File: src/rtl/mem_arb_pkg.sv
// Shared state and owner encodings for the instruction/data memory port arbiter.
package mem_arb_pkg;

   typedef enum logic [1:0] {ST_IDLE, ST_REQ, ST_WAIT, ST_RESP} arb_state_t;
   typedef enum logic {OWN_I, OWN_D} arb_owner_t;

endpackage

File: src/rtl/arb_starve_guard.sv
// Priority decision between fetch and load/store: D wins unless fetch has waited through
// STARVE_MAX consecutive D grants.
module arb_starve_guard #(
   parameter int unsigned STARVE_MAX = 4
) (
   input  logic clk,
   input  logic rst,
   input  logic en,
   input  logic if_req,
   input  logic d_req,
   output logic sel_i,
   output logic sel_d
);

   localparam int unsigned CW = $clog2(STARVE_MAX + 1);
   localparam logic [CW-1:0] CNT_MAX = CW'(STARVE_MAX);

   logic [CW-1:0] starve_cnt;
   logic          starved;

   assign starved = if_req && (starve_cnt == CNT_MAX);
   assign sel_d   = d_req && !starved;
   assign sel_i   = if_req && !sel_d;

   // Only a D grant that leaves fetch waiting extends the run; any other grant ends it.
   always_ff @(posedge clk or posedge rst) begin
      if (rst) begin
         starve_cnt <= '0;
      end else if (en && sel_d && if_req) begin
         if (starve_cnt != CNT_MAX) starve_cnt <= starve_cnt + 1'b1;
      end else if (en && (sel_d || sel_i)) begin
         starve_cnt <= '0;
      end
   end

endmodule

File: src/rtl/mem_port_arbiter.sv
// Single-outstanding arbiter sharing one memory port between instruction fetch (I) and
// load/store (D), with starvation guard and per-transaction timeout.
module mem_port_arbiter
   import mem_arb_pkg::*;
#(
   parameter int unsigned AW         = 32,
   parameter int unsigned DW         = 32,
   parameter int unsigned STARVE_MAX = 4,
   parameter int unsigned TIMEOUT    = 64
) (
   input  logic            clk,
   input  logic            rst,
   input  logic            if_req_i,
   input  logic [AW-1:0]   if_addr_i,
   output logic            if_gnt_o,
   output logic            if_rvalid_o,
   output logic [DW-1:0]   if_rdata_o,
   output logic            if_err_o,
   input  logic            d_req_i,
   input  logic            d_we_i,
   input  logic [DW/8-1:0] d_be_i,
   input  logic [AW-1:0]   d_addr_i,
   input  logic [DW-1:0]   d_wdata_i,
   output logic            d_gnt_o,
   output logic            d_rvalid_o,
   output logic [DW-1:0]   d_rdata_o,
   output logic            d_err_o,
   output logic            m_req_o,
   output logic            m_we_o,
   output logic [DW/8-1:0] m_be_o,
   output logic [AW-1:0]   m_addr_o,
   output logic [DW-1:0]   m_wdata_o,
   input  logic            m_gnt_i,
   input  logic            m_rvalid_i,
   input  logic [DW-1:0]   m_rdata_i
);

   localparam int unsigned TW = $clog2(TIMEOUT + 1);
   localparam logic [TW-1:0] TMO_LAST = TW'(TIMEOUT - 1);

   arb_state_t    state;
   arb_owner_t    owner;
   logic [TW-1:0] tmo_cnt;
   logic [DW-1:0] rdata_q;
   logic          sel_i;
   logic          sel_d;
   logic          idle;
   logic          done;

   // Grants are gated by rst so every output reads 0 while reset is held.
   assign idle = (state == ST_IDLE) && !rst;

   arb_starve_guard #(
      .STARVE_MAX(STARVE_MAX)
   ) u_starve_guard (
      .clk   (clk),
      .rst   (rst),
      .en    (idle),
      .if_req(if_req_i),
      .d_req (d_req_i),
      .sel_i (sel_i),
      .sel_d (sel_d)
   );

   assign if_gnt_o   = idle && sel_i;
   assign d_gnt_o    = idle && sel_d;
   assign if_rdata_o = rdata_q;
   assign d_rdata_o  = rdata_q;

   // A response counts only while the command is live; in REQ it needs the grant alongside.
   assign done = m_rvalid_i && ((state == ST_WAIT) || (state == ST_REQ && m_gnt_i));

   always_ff @(posedge clk or posedge rst) begin
      if (rst) begin
         state       <= ST_IDLE;
         owner       <= OWN_I;
         tmo_cnt     <= '0;
         rdata_q     <= '0;
         m_req_o     <= 1'b0;
         m_we_o      <= 1'b0;
         m_be_o      <= '0;
         m_addr_o    <= '0;
         m_wdata_o   <= '0;
         if_rvalid_o <= 1'b0;
         d_rvalid_o  <= 1'b0;
         if_err_o    <= 1'b0;
         d_err_o     <= 1'b0;
      end else begin
         if_rvalid_o <= 1'b0;
         d_rvalid_o  <= 1'b0;
         if_err_o    <= 1'b0;
         d_err_o     <= 1'b0;
         case (state)
            ST_IDLE: begin
               tmo_cnt <= '0;
               if (sel_d) begin
                  owner     <= OWN_D;
                  m_req_o   <= 1'b1;
                  m_we_o    <= d_we_i;
                  m_be_o    <= d_be_i;
                  m_addr_o  <= d_addr_i;
                  m_wdata_o <= d_wdata_i;
                  state     <= ST_REQ;
               end else if (sel_i) begin
                  owner     <= OWN_I;
                  m_req_o   <= 1'b1;
                  m_we_o    <= 1'b0;
                  m_be_o    <= '1;
                  m_addr_o  <= if_addr_i;
                  m_wdata_o <= '0;
                  state     <= ST_REQ;
               end
            end
            ST_REQ, ST_WAIT: begin
               if (done || tmo_cnt == TMO_LAST) begin
                  m_req_o     <= 1'b0;
                  tmo_cnt     <= '0;
                  rdata_q     <= (done && !m_we_o) ? m_rdata_i : '0;
                  if_rvalid_o <= (owner == OWN_I);
                  d_rvalid_o  <= (owner == OWN_D);
                  if_err_o    <= !done && (owner == OWN_I);
                  d_err_o     <= !done && (owner == OWN_D);
                  state       <= ST_RESP;
               end else begin
                  tmo_cnt <= tmo_cnt + 1'b1;
                  if (state == ST_REQ && m_gnt_i) begin
                     m_req_o <= 1'b0;
                     state   <= ST_WAIT;
                  end
               end
            end
            ST_RESP: begin
               tmo_cnt <= '0;
               state   <= ST_IDLE;
            end
            default: state <= ST_IDLE;
         endcase
      end
   end

endmodule

File: config.mk
export PLATFORM = sky130hd
export DESIGN_NAME = mem_port_arbiter
export DESIGN_NICKNAME = d
export VERILOG_FILES = /design/src/rtl/mem_arb_pkg.sv /design/src/rtl/arb_starve_guard.sv /design/src/rtl/mem_port_arbiter.sv
export SDC_FILE = /design/constraint.sdc
export NUM_CORES = 1
export LEC_CHECK = 0
export CORE_MARGIN = 2
export CORE_UTILIZATION = 42
export DETAILED_ROUTE_END_ITERATION = 16
export GPL_TIMING_DRIVEN = 0
export PLACE_DENSITY_LB_ADDON = 0.3
export SYNTH_ARGS = -nofsm -noshare
export SYNTH_HDL_FRONTEND = slang
export SYNTH_SLANG_ARGS = --single-unit
File: constraint.sdc
create_clock -name clk -period 10.5 [get_ports clk]
set_input_delay 2.1 -clock clk [delete_from_list [all_inputs] [get_ports clk]]
set_output_delay 2.1 -clock clk [all_outputs]
set_load 0.02 [all_outputs]
Word level (Yosys, flattened, before mapping) --
Cells that the tools add are included. W data, S select, Z words.
Word-level totals: flip-flop bits (word level) 119, bits of input ports 139, output and inout bits 140, logic and storage cells 91
Operators by class: add/sub/neg operators 2, eq/ne operators 9, multiplexer cells 33, bitwise logic cells 1, reductions and logical operators 32
Operators with widths (count):
- $mux W32 | 5
- $mux W1 | 15
- $pmux W7 S2 | 1
- $logic_and A1 B1 Y1 | 13
- $mux W3 | 3
- $mux W2 | 4
- $mux W4 | 2
- $reduce_and A2 Y1 | 4
- $add A7 B1 Y7 const B | 1
- $eq A7 B6 Y1 const B | 1
- $mux W7 | 1
- $ne A3 B3 Y1 const B | 2
- $pmux W2 S3 | 1
- $reduce_bool A2 Y1 | 3
- $logic_not A1 Y1 | 5
- $eq A2 B2 Y1 const B | 2
- $reduce_or A2 Y1 | 2
- $add A3 B1 Y3 const B | 1
- $eq A3 B3 Y1 const B | 1
- $logic_or A1 B1 Y1 | 3
- $ne A3 B2 Y1 const B | 1
- $reduce_and A3 Y1 | 1
- $eq A2 B1 Y1 const B | 1
- $logic_not A2 Y1 | 1
- 3 further kinds | 3

Logic depth before layout (Yosys ltp) --
Gate-level depths: netlist of run 1.
depth in word-level cells 10, mapped depth 8

Cells and area by module --
A second synthesis of run 1 with hierarchy kept.
Unflattened totals: cells, all modules 499, area total of the unflattened synthesis 5298.8 um^2
Modules (own cells, without submodules):
- mem_port_arbiter | times used 1, cells an instance 476, area an instance 5107.4 um^2, seq. area each 2902.8 um^2
- arb_starve_guard | times used 1, cells an instance 23, area an instance 191.4 um^2, seq. area each 75.1 um^2

Worst setup path after synthesis of run 1 --
Ideal clock, no wire load.
path type input to output, start in if_req_i, end out d_gnt_o, arrival 2.998 ns, required time 8.400 ns, setup slack 5.402 ns, stages on the path 4, path buffers 1, cell sequence nand3_1 -> nand2_1 -> clkbuf_1 -> nor3_1
Between the ends: longest elaborated chain between the ends 4
Ends and longest elaborated chain:
- start, declared | line mem_port_arbiter.sv:13 | input logic if_req_i,
- $logic_and A1 B1 Y1 | line arb_starve_guard.sv:21 | assign starved = if_req && (starve_cnt == CNT_MAX);
- $logic_not A1 Y1 | line arb_starve_guard.sv:22 | assign sel_d = d_req && !starved;
- $logic_and A1 B1 Y1 | line arb_starve_guard.sv:22
- $logic_and A1 B1 Y1 | line mem_port_arbiter.sv:66 | assign d_gnt_o = idle && sel_d;
- end, declared | line mem_port_arbiter.sv:24 | output logic d_gnt_o,
Every way passes these cells.

Final worst setup path of run 1 --
start in if_req_i, end out if_gnt_o
Between the ends: longest elaborated chain between the ends 6
Ends and longest elaborated chain:
- $logic_and A1 B1 Y1 | line arb_starve_guard.sv:21
- $logic_not A1 Y1 | line arb_starve_guard.sv:22
- $logic_and A1 B1 Y1 | line arb_starve_guard.sv:22
- $logic_not A1 Y1 | line arb_starve_guard.sv:23 | assign sel_i = if_req && !sel_d;
- $logic_and A1 B1 Y1 * | line arb_starve_guard.sv:23
- $logic_and A1 B1 Y1 * | line mem_port_arbiter.sv:65 | assign if_gnt_o = idle && sel_i;
- end, declared | line mem_port_arbiter.sv:15 | output logic if_gnt_o,
Mark *: on every way between the ends. The rest lies on a longest branch, timed or not.

==> out/results.txt, run 1 <==
status: finished clean
gpl congestion: 0.820
post-synth top area share: 0.594
syn_nets: 600
crit start category: primary input
via count: 4699
top-count cell post-synth: dfrtp_1
Util after Layout: 0.754
ratio of cells with drive above 1 in the final layout: 0.112
vias in the first global route: 4816
Design Area, Final: 8690 sq um
max_cap viols: 0
Highest Clock Rate: 0.160 GHz
Hold Crit Class: reg2reg
Seq pwr share: 0.284
CTS Hold Bufs: 0
critical path type: in2out
H-tree Lvls: 4
Ant. Diodes: 0
Overall Global Routing Usage: 0.255
port buffer count: 278
TritonCTS clock tree: yes
Switch Pwr: 1030 uW
Mean Syn Cell Area: 11.1 sq um
root buffer cell: clkbuf_16
Die X: 113 microns
Worst-Margin Slew: 612 ps
final setup vio count: 0
initial core utilization: 0.436
Post-DP Area: 8010 sq um
Num CTS Buffers: 17
#FFs+latches synth: 119
Antenna Violating Nets Remaining: 0
final count of pins violating max slew: 0
clock share of power: 0.233
Fin Setup TNS: 0 ps
wire per inst: 17.7 microns
Critical Path RT: 8400 ps
Num Clock Sinks: 119
CTS max path bufs: 2
PwrDens: 326 nW/um^2
net count reported at finish: 898
pin count of the biggest net entering global routing: 76
Clk Latency, worst-skew pair: 410 ps
Sw Share: 0.364
post-synthesis cell count: 454
final worst path period share: 0.596
synth top area cells: dfrtp_1, a22o_1, nand2_1
setup ws final: 4240 ps
Slew Limit Headroom: 0.589
row count: 39
Area Growth Syn to Fin: 73.1%
RSZ-0062 raised after global routing: false
FFs w/ async S/R, synth: 1.00
Setup WS pre-CTS: 4240 ps
Die ar.: 12800 sq um
Die H: 113 microns
post-synth top area cell: dfrtp_1
P_int: 1800 uW
1st-iter DRT viols: 235
flop-to-flop setup slack: 8510 ps
sequential area share after synthesis: 0.594
Comb power frac: 0.483
Final Hold Fails: 0
count of cell types in the netlist: 32
Arrival @ worst endpoint: 4160 ps
peak supply drop: 0.171 mV
post-cts sizing count: 0
top post-synthesis cells by count: dfrtp_1, nand2_1, a22o_1
Post-Syn Area: 5020 sq um
drt pass-1 iters: 4
io pins: 279
Synth Flop Type: dfrtp_1
final clock skew: 9.34 ps
CP Max Fanout: 10
drt drc: 0
CP Capture Type: output pin
vias per inst: 5.18
antenna violations before repair: 0
Core ar.: 11500 sq um
final worst path period need: 6260 ps
Post-synth EDFFs: 0
first-pass GRT wire length: 25.2 mm
clock-pin slew on the worst setup and hold paths: 50 ps
dpl hpwl: 12.3 mm
Setup Buffers After CTS: 0
total wire length: 16.1 mm
total congestion overflow: 0
static leakage: 0.00388 uW
Synth warnings: 0
-- placed cells by master (no fill, tap or decap), types with 3 or more instances in the layout --
| cell type | n |
|---|---|
| nor2_1 | 48 |
| o22a_1 | 5 |
| bufinv_16 | 6 |
| inv_1 | 7 |
| clkbuf_16 | 17 |
| dfrtp_1 | 119 |
| clkbuf_1 | 13 |
| buf_2 | 10 |
| nand3_1 | 5 |
| buf_4 | 32 |
| clkdlybuf4s50_1 | 278 |
| clkinv_4 | 3 |
| inv_6 | 3 |
| a31oi_1 | 32 |
| ha_1 | 7 |
| nor3_1 | 4 |
| nand2_1 | 75 |
| a22o_1 | 66 |
| buf_6 | 4 |
| o21ai_0 | 3 |
-- cells by family after synthesis --
group / after synthesis / share of synthesized area
compound gates: 114 / 0.180
xor+xnor: 4 / 0.00698
buf+inv: 67 / 0.0825
flops: 119 / 0.594
mux: 2 / 0.00424
fa+ha+maj: 7 / 0.0175
simple gates: 141 / 0.115
-- area by class of cell --
cell class                 count  area (sq um)
sequential                   119          2980
fill                         768          2830
timing repair buffer         279          2810
multi-input combinational    268          1630
clock buffer                  17           425
buffer                        59           384
clock inverter                15           249
tap                          143           179
inverter                       8          35.0
-- registers in the layout (all words and copies together), names as in the netlist --
| signal | flops |
|---|---|
| if_rvalid_o | 1 |
| u_starve_guard.starve_cnt | 3 |
| m_be_o | 4 |
| d_rvalid_o | 1 |
| tmo_cnt | 7 |
| m_we_o | 1 |
| m_wdata_o | 32 |
| owner | 1 |
| d_err_o | 1 |
| m_addr_o | 32 |
| state | 2 |
| d_rdata_o | 32 |
| m_req_o | 1 |
| if_err_o | 1 |
-- power by group through the flow --
| stage | clock network (uW) | registers [uW] | logic, uW |
|---|---|---|---|
| finish | 659 | 806 | 1370 |
| global route | 689 | 828 | 1450 |
| CTS | 666 | 804 | 1380 |
| detailed placement | 0 | 807 | 1370 |
| global placement | 0 | 791 | 1340 |
| floorplan | 0 | 1010 | 498 |
-- worst paths after layout --
path,endpoint,cells after the start,startpoint
setup / recovery,if_gnt_o,7,if_req_i
hold / removal,if_rvalid_o,1,owner
setup reg to reg,m_addr_o[18],7,state[0]
hold reg to reg,if_rvalid_o,1,owner
max in group asynchronous,m_wdata_o[4],3,rst
min in group asynchronous,u_starve_guard.starve_cnt[2],2,rst
-- worst max-delay path, stage by stage --
cell	delay (ps)
clkdlybuf4s50_1	600
nand3_1	120
and2_1	160
clkbuf_1	200
buf_2	230
nor2_1	120
clkdlybuf4s50_1	610
-- metrics by stage --
step                      power, uW  hold WS (ps)  cells
after global routing           2970           490    908
after detailed placement       2180           450    876
after global placement         2140           444    875
after floorplan                1510           424    454
after CTS                      2850           457    908
final                          2830           457    908
-- layer usage --
| layer | vias to the layer above | global-route usage | wire length, microns |
|---|---|---|---|
| met3 | 24 | 0.0819 | 1320 |
| met2 | 222 | 0.455 | 8550 |
| met5 | - | 0 | 0 |
| li1 | 2168 | - | - |
| met4 | 0 | 0.0976 | 327 |
| met1 | 2285 | 0.283 | 5910 |
Note: power is estimated with default switching activity, not from simulation.
==> run 2, diff against run 1 <==
- CORE_UTILIZATION: 42 -> 39
- clock period: 10.5 -> 6.2 ns (I/O delays scaled with it)
==> out/results.txt, run 2 (synthesis gave the netlist of run 1 again) <==
Die H: 117 microns (was 113 microns)
vias per inst: 4.90 (was 5.18)
Clk Latency, worst-skew pair: 410 ps (about the same)
CTS Hold Bufs: 0 (unchanged)
Critical Path RT: 4960 ps (was 8400 ps)
Fin Setup TNS: 0 ps (unchanged)
Post-DP Area: 8050 sq um (was 8010 sq um)
vias in the first global route: 4729 (was 4816)
post-route insts no fill: 937 (was 908)
row count: 41 (was 39)
critical path type: in2out (unchanged)
root buffer cell: clkbuf_16 (unchanged)
ratio of cells with drive above 1 in the final layout: 0.111 (was 0.112)
Util after Layout: 0.685 (was 0.754)
post-cts sizing count: 0 (unchanged)
Fill cells: 966 (was 768)
CP Capture Type: output pin (unchanged)
Arrival @ worst endpoint: 3390 ps (was 4160 ps)
CP Max Fanout: 10 (unchanged)
setup ws final: 1570 ps (was 4240 ps)
most common cell after layout, fill and taps aside: clkdlybuf4s50_1 (unchanged)
Die X: 117 microns (was 113 microns)
Design Area, Final: 8610 sq um (was 8690 sq um)
wire per inst: 16.5 microns (was 17.7 microns)
final worst path period need: 4630 ps
net count reported at finish: 898 (unchanged)
Num Clock Sinks: 119 (unchanged)
Die ar.: 13800 sq um (was 12800 sq um)
max_cap viols: 0 (unchanged)
dpl hpwl: 12.0 mm (was 12.3 mm)
gpl congestion: 0.860 (was 0.820)
most frequent cells in the layout: clkdlybuf4s50_1, dfrtp_1, nand2_1 (unchanged)
crit start category: primary input (unchanged)
Ant. Diodes: 0 (unchanged)
Multi-input gate area: 1630 sq um (unchanged)
clock-pin slew on the worst setup and hold paths: 50 ps (about the same)
DP Cell Count: 905 (was 876)
Highest Clock Rate: 0.216 GHz
pin count of the biggest net entering global routing: 66 (was 76)
Final Hold Fails: 0 (unchanged)
Slew Limit Headroom: 0.584 (was 0.589)
Overall Global Routing Usage: 0.230 (was 0.255)
PwrDens: 531 nW/um^2 (was 326 nW/um^2)
via count: 4594 (was 4699)
H-tree Lvls: 4 (unchanged)
WP buf/inv: 4 (unchanged)
Worst-Margin Slew: 619 ps (was 612 ps)
delay-heaviest family, CP: buffers and inverters (unchanged)
RSZ-0062 raised after global routing: false (unchanged)
drt drc: 0 (unchanged)
crit-path most repeated cell: clkdlybuf4s50_1 (unchanged)
peak supply drop: 0.208 mV (was 0.171 mV)
Hold Crit Class: reg2reg (unchanged)
final count of pins violating max slew: 0 (unchanged)
final clock skew: 8.37 ps (was 9.34 ps)
static leakage: 0.00383 uW (was 0.00388 uW)
port buffer count: 278 (unchanged)
first-pass GRT wire length: 25.2 mm (about the same)
antenna violations before repair: 0 (unchanged)
Core ar.: 12600 sq um (was 11500 sq um)
Area Growth Syn to Fin: 71.6% (was 73.1%)
final setup vio count: 0 (unchanged)
Antenna Violating Nets Remaining: 0 (unchanged)
status: finished clean (unchanged)
crit path cell chain: clkdlybuf4s50_1 > nand3_1 > and2_1 > clkbuf_1 > buf_2 > nor2_1 > clkdlybuf4s50_1 (unchanged)
Num CTS Buffers: 17 (unchanged)
Setup WS pre-CTS: 1600 ps (was 4240 ps)
TritonCTS clock tree: yes (unchanged)
initial core utilization: 0.399 (was 0.436)
total congestion overflow: 0 (unchanged)
1st-iter DRT viols: 239 (was 235)
slowest stage delay, CP: 630 ps (was 610 ps)
total wire length: 15.4 mm (was 16.1 mm)
drt pass-1 iters: 4 (unchanged)
Setup Buffers After CTS: 0 (unchanged)
io pins: 279 (unchanged)
final worst path period share: 0.746
CTS max path bufs: 2 (unchanged)
CP max stage cell: clkdlybuf4s50_1 (unchanged)
register area: 2980 sq um (unchanged)
-- run 2: changes by cell type in the layout (fill, tap and decap cells not counted), sizes merged --
cell / delta
bufinv: -5
clkbuf: +3
clkinv: +3
inv: -2
clkinvlp: +1
-- run 2: path summary, 6_finish.rpt --
check                      startpoint                           end  slack [ps]  depth (start not counted)
max                          if_req_i                      if_gnt_o        1570                          7
min                             owner                   if_rvalid_o         450                          1
max reg2reg                  state[0]                  m_addr_o[19]        4170                          7
min reg2reg                     owner                   if_rvalid_o         450                          1
max in group asynchronous         rst                  d_rdata_o[2]        4170                          3
min in group asynchronous         rst  u_starve_guard.starve_cnt[2]        1350                          2
-- run 2: metrics by stage --
| step | total power [uW] | hold WS (ps) |
|---|---|---|
| after floorplan | 2550 | 424 |
| after global placement | 3610 | 443 |
| after detailed placement | 3670 | 441 |
| after CTS | 4610 | 450 |
| after global routing | 4820 | 490 |
| final | 4570 | 453 |
-- run 2: layout make-up --
class,instances,area share
Buffer,59,0.0446
Clock buffer,20,0.0531
Clock inverter,12,0.0121
Inverter,8,0.00407
Multi-Input combinational cell,268,0.189
Sequential cell,119,0.346
Tap cell,172,0.0250
Timing Repair Buffer,279,0.326
-- run 2: metal layers --
layer	track usage	wire (microns)
met1	0.253	5820
met2	0.412	8020
met3	0.0773	1320
met4	0.0828	284
met5	0	0
-- run 2: power breakdown --
| group | internal [uW] | switching [uW] |
|---|---|---|
| sequential | 1120 | 226 |
| clock | 569 | 345 |
| combinational | 1180 | 1130 |
| total | 2870 | 1700 |
